--- src/rtl/riscv_trace_pkg.sv ---
// rtl/riscv_trace_pkg.sv - shared types, defaults and helpers for the writeback tracer
package riscv_trace_pkg;

    typedef enum logic {
        ST_RUN  = 1'b0,
        ST_DONE = 1'b1
    } tracer_state_e;

    localparam int DEF_DATA_W = 32;
    localparam int DEF_DEPTH  = 16;

    function automatic int ptr_width(input int depth);
        return (depth > 1) ? $clog2(depth) : 1;
    endfunction

endpackage

--- src/rtl/trace_ram.sv ---
// rtl/trace_ram.sv - DEPTH x DATA_W trace storage, one synchronous write port, one registered read port
module trace_ram #(
    parameter int DATA_W = 32,
    parameter int DEPTH  = 16,
    parameter int AW     = 4
) (
    input  logic              clk_i,
    input  logic              rst_ni,
    input  logic              we_i,
    input  logic [AW-1:0]     waddr_i,
    input  logic [DATA_W-1:0] wdata_i,
    input  logic              re_i,
    input  logic [AW-1:0]     raddr_i,
    output logic [DATA_W-1:0] rdata_o
);

    logic [DATA_W-1:0] mem_q [DEPTH];
    logic [DATA_W-1:0] rdata_q;

    always_ff @(posedge clk_i) begin
        if (we_i) begin
            mem_q[waddr_i] <= wdata_i;
        end
    end

    // Read register holds its value between pops so rd_data stays stable on empty pops.
    always_ff @(posedge clk_i or negedge rst_ni) begin
        if (!rst_ni) begin
            rdata_q <= '0;
        end else if (re_i) begin
            rdata_q <= mem_q[raddr_i];
        end
    end

    assign rdata_o = rdata_q;

endmodule

--- src/rtl/riscv_wb_tracer.sv ---
// rtl/riscv_wb_tracer.sv - writeback trace capture with cycle budget; WB_TRACER_SIGNATURE_EN adds a stream signature
module riscv_wb_tracer
    import riscv_trace_pkg::*;
#(
    parameter int DATA_W     = DEF_DATA_W,
    parameter int DEPTH      = DEF_DEPTH,
    parameter int MAX_CYCLES = 65,
    parameter int WRAP_MODE  = 0
) (
    input  logic                             clk,
    input  logic                             reset,
    input  logic                             wb_valid,
    input  logic [DATA_W-1:0]                wb_data,
    input  logic                             halt,
    input  logic                             rd_en,
    output logic [DATA_W-1:0]                rd_data,
    output logic                             rd_valid,
    output logic                             done,
    output logic                             empty,
    output logic [$clog2(DEPTH):0]           count,
    output logic                             overflow,
`ifdef WB_TRACER_SIGNATURE_EN
    output logic [DATA_W-1:0]                sig,
`endif
    output logic [$clog2(MAX_CYCLES+1)-1:0]  cycle_cnt
);

    localparam int PW  = ptr_width(DEPTH);
    localparam int CW  = $clog2(DEPTH) + 1;
    localparam int CCW = $clog2(MAX_CYCLES + 1);
    localparam logic [CW-1:0]  FULL_CNT = CW'(DEPTH);
    localparam logic [CCW-1:0] LAST_CYC = CCW'(MAX_CYCLES - 1);

    tracer_state_e   state_q, state_d;
    logic [PW-1:0]   wr_ptr_q, wr_ptr_d;
    logic [PW-1:0]   rd_ptr_q, rd_ptr_d;
    logic [CW-1:0]   count_q, count_d;
    logic [CCW-1:0]  cyc_q, cyc_d;
    logic            ovf_q, ovf_d;
    logic            rd_valid_q, rd_valid_d;
    logic            done_q, done_d;
    logic            ram_we, ram_re;
    logic            full;

    assign full = (count_q == FULL_CNT);

    always_comb begin
        state_d    = state_q;
        wr_ptr_d   = wr_ptr_q;
        rd_ptr_d   = rd_ptr_q;
        count_d    = count_q;
        cyc_d      = cyc_q;
        ovf_d      = ovf_q;
        rd_valid_d = 1'b0;
        ram_we     = 1'b0;
        ram_re     = 1'b0;

        if (state_q == ST_RUN) begin
            if (wb_valid) begin
                if (!full) begin
                    ram_we   = 1'b1;
                    wr_ptr_d = wr_ptr_q + PW'(1);
                    count_d  = count_q + CW'(1);
                end else if (WRAP_MODE != 0) begin
                    // Overwrite the oldest slot; the read pointer skips past it.
                    ram_we   = 1'b1;
                    wr_ptr_d = wr_ptr_q + PW'(1);
                    rd_ptr_d = rd_ptr_q + PW'(1);
                    ovf_d    = 1'b1;
                end else begin
                    ovf_d = 1'b1;
                end
            end
            if ((cyc_q == LAST_CYC) || halt) begin
                state_d = ST_DONE;
            end else begin
                cyc_d = cyc_q + CCW'(1);
            end
        end else begin
            if (rd_en && (count_q != '0)) begin
                ram_re     = 1'b1;
                rd_ptr_d   = rd_ptr_q + PW'(1);
                count_d    = count_q - CW'(1);
                rd_valid_d = 1'b1;
            end
        end

        done_d = (state_d == ST_DONE);
    end

    always_ff @(posedge clk or negedge reset) begin
        if (!reset) begin
            state_q    <= ST_RUN;
            wr_ptr_q   <= '0;
            rd_ptr_q   <= '0;
            count_q    <= '0;
            cyc_q      <= '0;
            ovf_q      <= 1'b0;
            rd_valid_q <= 1'b0;
            done_q     <= 1'b0;
        end else begin
            state_q    <= state_d;
            wr_ptr_q   <= wr_ptr_d;
            rd_ptr_q   <= rd_ptr_d;
            count_q    <= count_d;
            cyc_q      <= cyc_d;
            ovf_q      <= ovf_d;
            rd_valid_q <= rd_valid_d;
            done_q     <= done_d;
        end
    end

    trace_ram #(
        .DATA_W (DATA_W),
        .DEPTH  (DEPTH),
        .AW     (PW)
    ) u_ram (
        .clk_i   (clk),
        .rst_ni  (reset),
        .we_i    (ram_we),
        .waddr_i (wr_ptr_q),
        .wdata_i (wb_data),
        .re_i    (ram_re),
        .raddr_i (rd_ptr_q),
        .rdata_o (rd_data)
    );

`ifdef WB_TRACER_SIGNATURE_EN
    logic [DATA_W-1:0] sig_q;

    // Dropped entries still fold in, so the signature reflects the full stream.
    always_ff @(posedge clk or negedge reset) begin
        if (!reset) begin
            sig_q <= '0;
        end else if ((state_q == ST_RUN) && wb_valid) begin
            sig_q <= {sig_q[DATA_W-2:0], sig_q[DATA_W-1]} ^ wb_data;
        end
    end

    assign sig = sig_q;
`endif

    assign rd_valid  = rd_valid_q;
    assign done      = done_q;
    assign empty     = (count_q == '0);
    assign count     = count_q;
    assign overflow  = ovf_q;
    assign cycle_cnt = cyc_q;

endmodule

--- config.mk ---
export PLATFORM = sky130hd
export DESIGN_NAME = riscv_wb_tracer
export DESIGN_NICKNAME = d
export VERILOG_FILES = /design/src/rtl/riscv_trace_pkg.sv /design/src/rtl/trace_ram.sv /design/src/rtl/riscv_wb_tracer.sv
export SDC_FILE = /design/constraint.sdc
export NUM_CORES = 1
export LEC_CHECK = 0
export CAP_MARGIN = 20
export CORE_MARGIN = 2
export CORE_UTILIZATION = 40
export CTS_CLUSTER_SIZE = 14
export DETAILED_ROUTE_END_ITERATION = 6
export SYNTH_ARGS = -nofsm -noshare
export SYNTH_HDL_FRONTEND = slang
export SYNTH_SLANG_ARGS = --single-unit
export TNS_END_PERCENT = 5
--- constraint.sdc ---
create_clock -name clk -period 2.73 [get_ports clk]
set_clock_uncertainty 0.2 [all_clocks]
set_input_delay 0.6825 -clock clk [delete_from_list [all_inputs] [get_ports clk]]
set_output_delay 0.6825 -clock clk [all_outputs]
set_load 0.01 [all_outputs]
==> results of run 1 <==
[layout make-up]
type	instances	area [µm²]
clock inverter	36	268
multi-input combinational	343	4720
fill	4345	27700
clock buffer	70	1490
sequential	567	16800
tap	696	871
inverter	13	51.3
timing repair buffer	161	1930
[cells in the final DEF (no fill, tap or decap), drive strengths merged, types with 2 or more instances in the layout]
cell | Yosys | routed
nor2 | 4 | 4
ha | 10 | 10
bufinv | 0 | 2
clkinv | 0 | 27
xnor2 | 13 | 13
buf | 39 | 78
a21oi | 2 | 2
clkinvlp | 0 | 5
o221ai | 32 | 32
mux4 | 129 | 129
inv | 13 | 15
edfxtp | 512 | 512
clkdlybuf4s50 | 0 | 82
dfrtp | 55 | 55
mux2i | 65 | 65
nand2 | 45 | 45
and2 | 12 | 12
nand4 | 4 | 4
mux2 | 2 | 2
nor4 | 4 | 4
and3b | 2 | 2
a21o | 3 | 3
and4 | 4 | 4
clkbuf | 11 | 70
o21ai | 2 | 2
[worst max-delay path, cell delays in order (launching register included)]
cell,delay [ns]
dfrtp_1,0.37
or4_4,0.55
nor2_1,0.10
buf_2,0.14
[per-stage QoR]
step / TNS [ns] / std cells / hold slack, ns / setup WS [ns]
finish: 0 / 1886 / 0.286 / 0.0836
global route: 0 / 1886 / 0.290 / 0.0130
CTS: 0 / 1886 / 0.283 / 0.0366
detailed placement: -88.54 / 1779 / 0.270 / -0.285
global placement: -87.56 / 1779 / 0.266 / -0.260
floorplan: -51.63 / 973 / 0.187 / -0.209
[per-layer routing]
metal | up-vias | GRT usage [%] | wire length [µm]
met2 | 242 | 26.4 | 21900
met4 | 0 | 4.55 | 1080
met3 | 63 | 3.23 | 2430
li1 | 4401 | - | -
met5 | - | 0 | 0
met1 | 5355 | 24.9 | 21500
[cells in the mapped netlist (all sizes together)]
| cell type | number | area, µm² |
|---|---|---|
| edfxtp | 512 | 15400 |
| mux4 | 129 | 2910 |
| mux2i | 65 | 651 |
| dfrtp | 55 | 1380 |
| nand2 | 45 | 171 |
| buf | 39 | 231 |
| o221ai | 32 | 343 |
| inv | 13 | 51.3 |
| xnor2 | 13 | 114 |
| and2 | 12 | 75.1 |
| clkbuf | 11 | 41.3 |
| ha | 10 | 125 |
| and4 | 4 | 35.0 |
| nand4 | 4 | 25.0 |
| nor2 | 4 | 22.5 |
| nor4 | 4 | 46.3 |
| a21o | 3 | 22.5 |
| a21oi | 2 | 10.0 |
| and3b | 2 | 17.5 |
| mux2 | 2 | 22.5 |
| o21ai | 2 | 10.0 |
| a21boi | 1 | 11.3 |
| a311oi | 1 | 15.0 |
| a31o | 1 | 8.76 |
| fa | 1 | 20.0 |
| nand2b | 1 | 8.76 |
| nand3 | 1 | 5.00 |
| nor2b | 1 | 6.26 |
| nor3b | 1 | 7.51 |
| or4 | 1 | 7.51 |
| xor2 | 1 | 8.76 |
[kinds of logic after synthesis]
group | Yosys count | share of synthesized area, %
compound gates | 42 | 1.93
flops | 567 | 76.9
simple gates | 80 | 1.97
xor+xnor | 14 | 0.563
buf+inv | 63 | 1.49
mux | 196 | 16.4
fa+ha+maj | 11 | 0.667
[worst paths after layout]
path / startpoint / end / slack [ns] / depth (start not counted)
setup / recovery: count[1]$_DFFE_PN0P_ / empty / 0.08 / 3
max in group asynchronous: reset / u_ram.rdata_o[22]$_DFFE_PN0P_ / 1.23 / 3
setup reg to reg: rd_ptr_q[2]$_DFFE_PN0P_ / u_ram.rdata_o[19]$_DFFE_PN0P_ / 0.32 / 4
hold reg to reg: overflow$_DFFE_PN0P_ / overflow$_DFFE_PN0P_ / 0.29 / 1
min in group asynchronous: reset / u_ram.rdata_o[25]$_DFFE_PN0P_ / 0.46 / 2
hold / removal: overflow$_DFFE_PN0P_ / overflow$_DFFE_PN0P_ / 0.29 / 1
[power by group through the flow]
stage	Combinational [µW]	Clock [µW]	Sequential, µW
3_3_place_gp	6620	0	10300
6_report	6540	7310	10100
3_5_place_dp	6660	0	10300
2_1_floorplan	4100	0	10300
5_1_grt	7030	7800	10200
4_1_cts	6680	7510	10100
[registers in the layout (all words and copies together), names as in the netlist]
| name | count |
|---|---|
| u_ram.mem_q | 512 |
| u_ram.rdata_o | 32 |
| cycle_cnt | 7 |
| count | 5 |
| rd_ptr_q | 4 |
| wr_ptr_q | 4 |
| done | 1 |
| overflow | 1 |
| rd_valid | 1 |
[repair_timing]
action | CTS | global route
hold buffers | 1 | 0
endpoints found under the setup margin | 1 | 0
endpoints found under the hold margin | 35 | 0
gates resized for setup | 5 | 0
==> key figures, run 1 <==
Placement
  – DPL Wire Length: 30100 µm
  – Placer's final routability congestion estimate: 0.764
  – Buffers added on ports: 84
  – Area of placed instances: 24300 µm²

Floorplanning
  – Y dimension of the die: 237 µm
  – Horizontal extent of the die: 237 µm
  – Initial Utilization: 40.5%
  – Die outline area: 56300 µm²
  – Row cnt: 85
  – I/O pin count: 85
  – Placeable Area: 53800 µm²

Clocking
  – Clock root buffer: clkbuf_16
  – Sinks on the clock net: 567
  – Clock network latency to the later pin of the worst-skew pair: 0.60 ns
  – Post-CTS setup-driven buffer insertion count: 0
  – Maximum root-to-sink buffer count: 3
  – Number of CTS-inserted buffers: 56
  – Clock tree from TritonCTS: done
  – Clock-pin transition on the worst setup and hold timing paths: 0.06 ns
  – H-tree levels: 2

Synth
  – Mean instance size in the synthesized netlist: 22.4 µm²
  – Seq cells post-synth: 567
  – Number of nets in the synthesized netlist: 1021
  – Synthesis Warnings: 0
  – Gate count of the mapped netlist: 973
  – Netlist Area Pre-Place: 21800 µm²
  – Distinct cells, synth: 41
  – Register area share after synthesis: 76.9%

Cells and area
  – Final standard cell area without fillers: 26100 µm²
  – Core occupancy in the finished layout: 48.5%
  – Number of nets in the final layout: 1190
  – Antenna fix cells: 0
  – Fraction of layout cells with a size suffix above 1: 27.8%
  – Area grow syn2layout: 19.8%

Drt
  – Total routed wirelength: 47000 µm
  – Remaining number of nets flagged by the antenna check after routing: 0
  – Residual DRC: 0
  – Number of optimization iterations in the first detailed-route pass: 5
  – Per-cell via count in the routed design: 5.33
  – Iteration-0 DRC count of the detailed router: 793
  – Avg WL per Cell: 24.9 µm
  – Number of vias in the routed layout: 10.1k

Status
  – Status: finished, final reports clean

Timing
  – Shortest period the worst path allows: 2.65 ns
  – Number of max-slew violations in the final report: 0
  – Max Fclk: 378 MHz
  – Number of setup violations in the final report: 0
  – Max-slew headroom at the worst pin: 51.5%
  – Transition at the pin with the smallest max-transition slack: 0.725 ns
  – Final number of hold-violating endpoints: 0
  – Setup repair after global routing missed its margin: false
  – Share of the clock period used by the worst path: 96.9%

Worst setup path
  – CP Class: flop to output port
  – Worst setup EP type: output port
  – Critical path data arrival time: 1.76 ns
  – Required time at the endpoint of the critical path: 1.85 ns
  – Startpoint Class: flop
  – Maximum fanout count along the critical path: 2

Global routing
  – First-pass GRT wire length: 70200 µm
  – Gr usage total: 17.0%
  – Pin count of the biggest net entering global routing: 39
  – Vias in the first global route: 10.6k
  – Total global routing overflow: 0
  – Antenna violations before repair: 0

Power and ir drop
  – Total power of the final layout: 24000 µW
  – Switching fraction of total power: 28.3%
  – Leak: 0.00855 µW
  – Total power per unit cell area: 919 nW/µm²
  – Fraction of power consumed by sequential logic: 42.3%
  – Cell internal pwr: 17200 µW
  – VDD IR max: 680 µV
  – Comb pwr share: 27.3%
  – Switching power of the nets: 6780 µW
  – Proportion of power drawn by the clock network: 30.5%

Min path
  – Class of the tightest hold or removal check: flop to flop

Flow run
  – Number of violations of the max-capacitance limit: 0
(Power assumes the default switching activity.)
==> run 2: changes to the inputs <==
--- a/config.mk
+++ b/config.mk
@@ -6,6 +6,7 @@
 export NUM_CORES = 1
 export LEC_CHECK = 0
 export CAP_MARGIN = 20
+export CORE_ASPECT_RATIO = 1.75
 export CORE_MARGIN = 2
 export CORE_UTILIZATION = 40
 export CTS_CLUSTER_SIZE = 14
==> key figures, run 2 (synthesis results as in run 1) <==
Clocking
  – Clock root buffer: clkbuf_16
  – Clock tree from TritonCTS: done
  – Maximum root-to-sink buffer count: 3 (unchanged)
  – Sinks on the clock net: 567 (unchanged)
  – Clock-pin transition on the worst setup and hold timing paths: 0.07 ns (about the same)
  – Clock network latency to the later pin of the worst-skew pair: 0.59 ns (about the same)
  – Number of CTS-inserted buffers: 49 (-13%)
  – H-tree levels: 2 (unchanged)

Timing
  – Max Fclk: 379 MHz (+0.33%)
  – Shortest period the worst path allows: 2.64 ns (-0.00882 ns)
  – Final number of hold-violating endpoints: 0 (unchanged)
  – Max-slew headroom at the worst pin: 47.7% (-3.8 points)
  – Post-route setup TNS: 0 ns (unchanged)
  – Transition at the pin with the smallest max-transition slack: 0.783 ns (+0.0571 ns)
  – Share of the clock period used by the worst path: 96.6% (-0.32 points)
  – Number of setup violations in the final report: 0 (unchanged)
  – Number of max-slew violations in the final report: 0 (unchanged)
  – Worst hold slack across all endpoints: 0.281 ns (-0.00450 ns)
  – Setup repair after global routing missed its margin: false
  – PnR worst setup slack: 0.0924 ns (+0.00882 ns)

Drt
  – Number of optimization iterations in the first detailed-route pass: 5 (unchanged)
  – Iteration-0 DRC count of the detailed router: 678 (-15%)
  – Total routed wirelength: 48500 µm (+3.3%)
  – Remaining number of nets flagged by the antenna check after routing: 0 (unchanged)
  – Number of vias in the routed layout: 10.0k (-0.24%)
  – Residual DRC: 0 (unchanged)
  – Per-cell via count in the routed design: 5.38 (+0.83%)
  – Avg WL per Cell: 26.0 µm (+4.4%)

Flow run
  – Number of violations of the max-capacitance limit: 0 (unchanged)

Cells and area
  – Max FFs per register: 512 (unchanged)
  – Top library cells by usage in the layout, fill and taps aside: edfxtp_1, mux4_2, clkdlybuf4s50_1
  – Register with the most flip-flops: u_ram.mem_q
  – Area grow syn2layout: 18.7%
  – Fraction of layout cells with a size suffix above 1: 27.3% (-0.52 points)
  – Antenna fix cells: 0 (unchanged)
  – Most common library cell in the layout ignoring fill and taps: edfxtp_1
  – Number of nets in the final layout: 1188 (-0.17%)

Floorplanning
  – Row cnt: 113 (+33%)
  – Placeable Area: 54000 µm² (+0.36%)
  – I/O pin count: 85 (unchanged)
  – Horizontal extent of the die: 180 µm (-24%)
  – Y dimension of the die: 313 µm (+32%)
  – Initial Utilization: 40.3% (-0.15 points)
  – Die outline area: 56400 µm² (+0.13%)

Placement
  – DPL Wire Length: 31600 µm (+5.0%)
  – Buffers added on ports: 84 (unchanged)
  – Placer's final routability congestion estimate: 0.797 (+4.4%)
  – Minimum setup slack after placement: -0.452 ns (-0.167 ns)

Power and ir drop
  – VDD IR max: 667 µV (-1.8%)
  – Leak: 0.00848 µW (-0.91%)
  – Total power per unit cell area: 906 nW/µm² (-1.4%)
  – Total power of the final layout: 23400 µW (-2.4%)

Worst setup path
  – Ordered list of cells on the worst path: or4_4 -> nor2_1 -> buf_2
  – Worst r2r src: count[0]$_DFFE_PN0P_
  – Worst setup EP type: output port
  – Number of cells on the worst reg-to-reg path: 7 (+3)
  – Setup slack on the worst flop-to-flop path: 0.29 ns (-0.03 ns)
  – Slowest stage cell on the critical path: or4_4
  – CP Class: flop to output port
  – Critical path data arrival time: 1.76 ns (about the same)
  – Maximum cell stage delay along the critical path: 0.53 ns (-0.02 ns)
  – Endpoint of the worst-slack reg-to-reg timing path: u_ram.mem_q[9][20]$_DFFE_PP_
  – Maximum fanout count along the critical path: 2 (unchanged)
  – Startpoint Class: flop
  – Required time at the endpoint of the critical path: 1.85 ns (about the same)

Min path
  – Hold Crit Start: overflow$_DFFE_PN0P_
  – WHS Endpoint: overflow$_DFFE_PN0P_
  – Class of the tightest hold or removal check: flop to flop
  – Min-Delay Path Depth: 1 (unchanged)

Global routing
  – Gr usage total: 17.4% (+0.39 points)
  – Total global routing overflow: 0 (unchanged)
  – Antenna violations before repair: 0 (unchanged)
  – Pin count of the biggest net entering global routing: 41 (+5.1%)
  – Vias in the first global route: 10.8k (+2.1%)
  – First-pass GRT wire length: 72200 µm (+2.9%)

Status
  – Status: finished, final reports clean
run 2: changes by cell type in the layout (fill, tap and decap cells not counted), moves of 5 or more:
cell        before  now
clkinvlp_4       5    0
clkinv_1        13    1
buf_4           36   45
clkbuf_1        12   20
clkinv_2        11    6
clkbuf_8         1    6
clkbuf_16       57   49
run 2: critical path, delay by kind of cell (launching register included):
family	cells	cell delay, ns
AND/OR/NAND/NOR	2	0.63
flip-flops	1	0.40
buffers and inverters	1	0.14
run 2: per-layer routing:
layer  vias to the layer above  routed length, µm  GRT usage (%)
met5                         -                  0              0
met4                         0               1030           4.80
met3                        62               1750           2.10
met2                       223              27300           33.0
met1                      5380              18400           20.7
li1                       4372                  -              -
run 2: timing repair:
action,CTS,global route
hold endpoints to repair,24,0
buffers inserted,0,0
resized for setup,5,0
hold buffers,1,0
setup endpoints to repair,1,0
run 2: power breakdown:
| part | internal [µW] | switching (µW) |
|---|---|---|
| Sequential | 9800 | 338 |
| Combinational | 3390 | 3180 |
| Clock | 3690 | 3010 |
run 2: area by class of cell:
cell class,count,area [µm²]
clock buffer,75,1380
clock inverter,12,135
fill,4430,28200
inverter,13,51.3
multi-input combinational,343,4720
sequential,567,16800
tap,690,863
timing repair buffer,166,1910
run 2: worst max path at each step:
| stage | startpoint | end | slack [ns] | cells after the start |
|---|---|---|---|---|
| 2_1_floorplan | wb_valid | u_ram.mem_q[5][0]$_DFFE_PP_ | -0.21 | 5 |
| 3_3_place_gp | wb_valid | u_ram.mem_q[3][2]$_DFFE_PP_ | -0.51 | 7 |
| 3_5_place_dp | wb_valid | u_ram.mem_q[3][2]$_DFFE_PP_ | -0.45 | 7 |
| 4_1_cts | count[0]$_DFFE_PN0P_ | empty | 0.04 | 3 |
| 5_1_grt | count[1]$_DFFE_PN0P_ | empty | 0.006 | 3 |
| 6_report | count[0]$_DFFE_PN0P_ | empty | 0.09 | 3 |
run 2: per-stage QoR:
step	instances	area (µm²)	util, %
6_report	1866	25800	47.8
5_1_grt	1866	25800	47.8
4_1_cts	1866	25800	47.8
3_5_place_dp	1778	24300	45.0
3_3_place_gp	1778	24300	45.0
2_1_floorplan	973	21800	-
==> run 3: changes to the inputs <==
--- a/config.mk
+++ b/config.mk
@@ -11,6 +11,7 @@
 export CORE_UTILIZATION = 40
 export CTS_CLUSTER_SIZE = 14
 export DETAILED_ROUTE_END_ITERATION = 6
+export GPL_ROUTABILITY_DRIVEN = 0
 export SYNTH_ARGS = -nofsm -noshare
 export SYNTH_HDL_FRONTEND = slang
 export SYNTH_SLANG_ARGS = --single-unit
==> results of run 3 <==
No change in the layout: final DEF, timing and power equal those of run 2.
